### config.mk
export PLATFORM = sky130hd
export DESIGN_NAME = uart_tx_ctrl_flat
export DESIGN_NICKNAME = d
export VERILOG_FILES = /design/src/rtl/uart_tx_if.sv /design/src/rtl/uart_tx_ctrl.sv /design/src/flat_wrapper.sv
export SDC_FILE = /design/constraint.sdc
export NUM_CORES = 1
export LEC_CHECK = 0
export CAP_MARGIN = 20
export CORE_MARGIN = 4
export CORE_UTILIZATION = 49
export DETAILED_ROUTE_END_ITERATION = 10
export GPL_ROUTABILITY_DRIVEN = 0
export PLACE_DENSITY = 0.82
export SYNTH_ARGS = -nofsm -noshare
export SYNTH_HDL_FRONTEND = slang
export SYNTH_SLANG_ARGS = --single-unit
### constraint.sdc
create_clock -name clk -period 4.1 [get_ports clk]
set_clock_uncertainty 0.05 [all_clocks]
set_input_delay 1.025 -clock clk [delete_from_list [all_inputs] [get_ports clk]]
set_output_delay 1.025 -clock clk [all_outputs]
set_load 0.02 [all_outputs]
### src/rtl/uart_tx_if.sv
// Word-in handshake between the UART producer and the transmit control FSM.
// The producer owns data/valid/parity controls; the FSM owns ready.
interface uart_tx_if #(
  parameter int DATA_W = 8
);
  logic [DATA_W-1:0] data_in;
  logic              data_valid;
  logic              data_ready;
  logic              par_en;
  logic              par_type;

  modport master (
    output data_in,
    output data_valid,
    output par_en,
    output par_type,
    input  data_ready
  );

  modport slave (
    input  data_in,
    input  data_valid,
    input  par_en,
    input  par_type,
    output data_ready
  );
endinterface

### src/rtl/uart_tx_ctrl.sv
// UART transmit control FSM: latches a word, sequences start/data/parity/stop
// bits onto tx_out and drives the external bit counter and baud generator enable.
module uart_tx_ctrl #(
    parameter int DATA_W = 8,
    parameter int CNT_W  = 3
) (
    input  logic             clk,
    input  logic             hard_rst,
    uart_tx_if.slave         req,
    input  logic             baud_tick,
    output logic             baud_en,
    input  logic [CNT_W-1:0] bit_cnt,
    output logic             cnt_clr,
    output logic             cnt_incr,
    output logic             tx_out,
    output logic             busy,
    output logic             tx_done
);

    // The counter must be able to index every data bit and wrap exactly at the last one.
    if (DATA_W != (1 << CNT_W)) begin : g_width_check
        $error("uart_tx_ctrl: DATA_W must equal 2**CNT_W");
    end

    typedef enum logic [2:0] {
        S_IDLE,
        S_START,
        S_DATA,
        S_PARITY,
        S_STOP
    } state_t;

    state_t            state;
    state_t            state_nxt;
    logic [DATA_W-1:0] data_q;
    logic              par_q;
    logic              par_en_q;
    logic              accept;
    logic              last_bit;

    assign last_bit = (bit_cnt == CNT_W'(DATA_W - 1));
    assign accept   = (state == S_IDLE) && req.data_valid;

    // Moore outputs
    assign req.data_ready = (state == S_IDLE);
    assign busy           = (state != S_IDLE);
    assign baud_en        = (state != S_IDLE);
    assign cnt_clr        = (state == S_IDLE) || (state == S_START);

    always_ff @(posedge clk or posedge hard_rst) begin
        if (hard_rst) begin
            state    <= S_IDLE;
            data_q   <= '0;
            par_q    <= 1'b0;
            par_en_q <= 1'b0;
            tx_done  <= 1'b0;
        end else begin
            state   <= state_nxt;
            tx_done <= (state == S_STOP) && baud_tick;
            if (accept) begin
                data_q   <= req.data_in;
                par_en_q <= req.par_en;
                par_q    <= (^req.data_in) ^ req.par_type;
            end
        end
    end

    // tx_out depends only on registered state plus the counter value, never on baud_tick.
    always_comb begin
        state_nxt = state;
        cnt_incr  = 1'b0;
        tx_out    = 1'b1;
        case (state)
            S_IDLE: begin
                if (accept) state_nxt = S_START;
            end
            S_START: begin
                tx_out = 1'b0;
                if (baud_tick) state_nxt = S_DATA;
            end
            S_DATA: begin
                tx_out = data_q[bit_cnt];
                if (baud_tick) begin
                    if (!last_bit) cnt_incr = 1'b1;
                    else if (par_en_q) state_nxt = S_PARITY;
                    else state_nxt = S_STOP;
                end
            end
            S_PARITY: begin
                tx_out = par_q;
                if (baud_tick) state_nxt = S_STOP;
            end
            S_STOP: begin
                if (baud_tick) state_nxt = S_IDLE;
            end
            default: state_nxt = S_IDLE;
        endcase
    end

endmodule
### src/flat_wrapper.sv
// flat-port wrapper written by rule: the top's interface ports become plain ports
module uart_tx_ctrl_flat 
#(
    parameter int DATA_W = 8,
    parameter int CNT_W  = 3
)
  (clk, hard_rst, baud_tick, baud_en, bit_cnt, cnt_clr, cnt_incr, tx_out, busy, tx_done, req_data_in, req_data_valid, req_par_en, req_par_type, req_data_ready);
  uart_tx_if #(.DATA_W(DATA_W)) req_i ();
  input  logic clk;
  input  logic hard_rst;
  input  logic baud_tick;
  output logic baud_en;
  input  logic [CNT_W-1:0] bit_cnt;
  output logic cnt_clr;
  output logic cnt_incr;
  output logic tx_out;
  output logic busy;
  output logic tx_done;
  input wire logic [$bits(req_i.data_in)-1:0] req_data_in;
  input wire logic [$bits(req_i.data_valid)-1:0] req_data_valid;
  input wire logic [$bits(req_i.par_en)-1:0] req_par_en;
  input wire logic [$bits(req_i.par_type)-1:0] req_par_type;
  output wire logic [$bits(req_i.data_ready)-1:0] req_data_ready;
  assign req_i.data_in = req_data_in;
  assign req_i.data_valid = req_data_valid;
  assign req_i.par_en = req_par_en;
  assign req_i.par_type = req_par_type;
  assign req_data_ready = req_i.data_ready;
  uart_tx_ctrl #(.DATA_W(DATA_W), .CNT_W(CNT_W)) u_core (.clk(clk), .hard_rst(hard_rst), .req(req_i), .baud_tick(baud_tick), .baud_en(baud_en), .bit_cnt(bit_cnt), .cnt_clr(cnt_clr), .cnt_incr(cnt_incr), .tx_out(tx_out), .busy(busy), .tx_done(tx_done));
endmodule
==> flow_metrics.env <==
export IMPL_post_route_period_util_pct=96.4
export IMPL_cts_clk_slew_worst_paths_ps=70
export IMPL_worstSetupStartpointType="input pin"
export IMPL_routed_via_count=647
export IMPL_p_leak_nw=0.465
export IMPL_p_int_mw=0.463
export IMPL_syn_nets=89
export IMPL_num_fill_cells=113
export IMPL_final_min_clock_period_ps=3950
export IMPL_yosys_area_top_type_share_pct=42.1
export IMPL_max_freq_mhz=253
export IMPL_ys_ff_latch=14
export IMPL_synth_top_area_cell="dfrtp_1"
export IMPL_setup_worst_path_start="bit_cnt[0]"
export IMPL_postCtsSetupRepairBufs=0
export IMPL_die_area_mm2=0.00242
export IMPL_grt_pass1_vias=631
export IMPL_maxSlewHeadroom_pct=54.0
export IMPL_port_buffers=23
export IMPL_crit_arrival_ps=2880
export IMPL_cts_tree="built"
export IMPL_syn_inst=72
export IMPL_drive_above_1_share_pct=18.1
export IMPL_maxCapViolCount=0
export IMPL_htreeDepth=1
export IMPL_seqPwrFrac_pct=36.8
export IMPL_combPwrFrac_pct=53.1
export IMPL_initial_core_util_pct=53.4
export IMPL_drc=0
export IMPL_worstPathRequired_ps=3020
export IMPL_dr_pass1_iters=4
export IMPL_synth_edff_count=0
export IMPL_cts_resized=0
export IMPL_crit_fanout=2
export IMPL_hp_start="u_core.data_q[2]"
export IMPL_cts_buffers_inserted=3
export IMPL_grt_max_degree=15
export IMPL_die_h_um=49.2
export IMPL_yosysWarnings=0
export IMPL_setup_tns_ps=0
export IMPL_grt_ovfl_total=0
export IMPL_io_pins=24
export IMPL_yosysMostFrequentCell="dfrtp_1"
export IMPL_die_width_um=49.2
export IMPL_drt_total_wl_um=1640
export IMPL_clk_insertion_delay_late_ps=280
export IMPL_vias_per_cell=5.88
export IMPL_rsz0062_at_grt="no"
export IMPL_wl_per_cell_um=14.9
export IMPL_drv_slew=0
export IMPL_hold_viol_final=0
export IMPL_cts_num_sinks=14
export IMPL_irDropWorstVdd_v=0.000371
export IMPL_netlist_area_um2=832
export IMPL_root_buffer="clkbuf_4"
export IMPL_ant_nets=0
export IMPL_ys_top_cells_by_count="dfrtp_1, mux2_2, xnor2_1"
export IMPL_tightest_slew_ps=687
export IMPL_setup_violations=0
export IMPL_synth_area_leaders="dfrtp_1, mux2_2, xnor2_1"
export IMPL_grt_pass1_wl_um=2820
export IMPL_num_nets_final=113
export IMPL_area_growth_pct=29.8
export IMPL_antenna_found_initial=0
export IMPL_fp_coreArea_mm2=0.00156
export IMPL_ys_types=31
export IMPL_crit_path_end_kind="output pin"
export IMPL_power_density_mw_per_mm2=702
export IMPL_dpl_hpwl_um=1260
export IMPL_crit_type="input pin to output pin"
export IMPL_timing_rr_start="u_core.state[1]"
export IMPL_ys_flop_type="dfrtp_1"
export IMPL_hold_path_class="flip-flop to flip-flop"
export IMPL_fin_util_pct=69.3
export IMPL_drtIter0Drc=13
export IMPL_clockPowerShare_pct=10.1
export IMPL_status="finished, final reports clean"
export IMPL_clockBufferDepth=2
export IMPL_cts_hold_buffers=0
export IMPL_synth_yosys_seq_area_share_pct=42.1
export IMPL_synth_async_reset_ratio_pct=100
export IMPL_rows=14
export IMPL_power_switching_mw=0.294
export IMPL_p_sw_share_pct=38.8
export IMPL_grt_use_total_pct=15.6
export IMPL_diodes=0
export IMPL_synth_area_per_cell_um2=11.6
[cell type report]
class	instances	area, µm²	area share [%]
flip-flops and latches	14	350	32.4
clock buffers	3	22.5	2.09
well taps	16	20.0	1.85
multi-input cells	49	434	40.2
repair buffers	24	238	22.0
inverters	4	15.0	1.39
[through the flow]
step / hold slack [ps] / total power, mW / cell area, µm² / instances / worst slack [ps]
after floorplan: 425 / 0.564 / 832 / 72 / 1180
after global placement: 438 / 0.673 / 1060 / 107 / 165
after detailed placement: 445 / 0.688 / 1060 / 107 / 141
after CTS: 463 / 0.766 / 1080 / 110 / 142
after global routing: 489 / 0.815 / 1080 / 110 / 87.7
final: 465 / 0.757 / 1080 / 110 / 149
[cell families (layout without fill, tap and decap cells)]
| group | Yosys count | count (layout) | synth area share (%) |
|---|---|---|---|
| AOI/OAI and AO/OA | 12 | 12 | 10.2 |
| xor gates and xnor gates | 7 | 7 | 9.02 |
| buffers and inverters | 9 | 31 | 5.71 |
| DFF | 14 | 14 | 42.1 |
| muxes | 14 | 14 | 20.2 |
| and+or+nand+nor | 16 | 16 | 12.8 |
[critical path, stage by stage]
cell and delay (ps):
clkdlybuf4s50_1 500, mux4_2 510, o2111ai_1 190, a22oi_1 90, clkdlybuf4s50_1 560
[per-layer routing]
layer / vias to the layer above / track usage, % / part of all wire [%]
met5: - / 0 / 0
met4: 0 / 8.06 / 3.5
met1: 308 / 16.8 / 38
met2: 25 / 25.9 / 50
li1: 306 / - / -
met3: 8 / 6.42 / 8.6
[power by group through the flow]
stage / Clock, mW / Sequential, mW / Combinational [mW]
floorplan: 0 / 0.229 / 0.335
global placement: 0 / 0.276 / 0.397
detailed placement: 0 / 0.280 / 0.408
CTS: 0.0797 / 0.278 / 0.408
global route: 0.0856 / 0.290 / 0.439
finish: 0.0765 / 0.279 / 0.402
[state kept, by name (all words and copies together) (netlist names)]
signal           cells
u_core.par_en_q      1
u_core.data_q        8
u_core.tx_done       1
u_core.par_q         1
u_core.state         3
[path summary, 6_finish.rpt]
kind / to / slack [ps] / depth (start not counted)
min reg2reg: u_core.data_q[2] / 470 / 1
max: tx_out / 150 / 5
max reg2reg: u_core.data_q[4] / 2300 / 2
min: u_core.data_q[2] / 470 / 1
min in group asynchronous: u_core.data_q[6] / 1010 / 2
max in group asynchronous: u_core.data_q[0] / 2640 / 2
[cells in the final DEF, fill, tap and decap left out, types with 2 or more instances in the layout]
| cell | count |
|---|---|
| a21oi_1 | 2 |
| clkbuf_4 | 3 |
| clkdlybuf4s50_1 | 23 |
| dfrtp_1 | 14 |
| inv_1 | 4 |
| mux2_2 | 8 |
| mux2i_1 | 4 |
| nand2_1 | 4 |
| nor2_1 | 2 |
| nor3_1 | 3 |
| o21ai_0 | 2 |
| xnor2_1 | 5 |
Note: power is estimated with default switching activity, not from simulation.
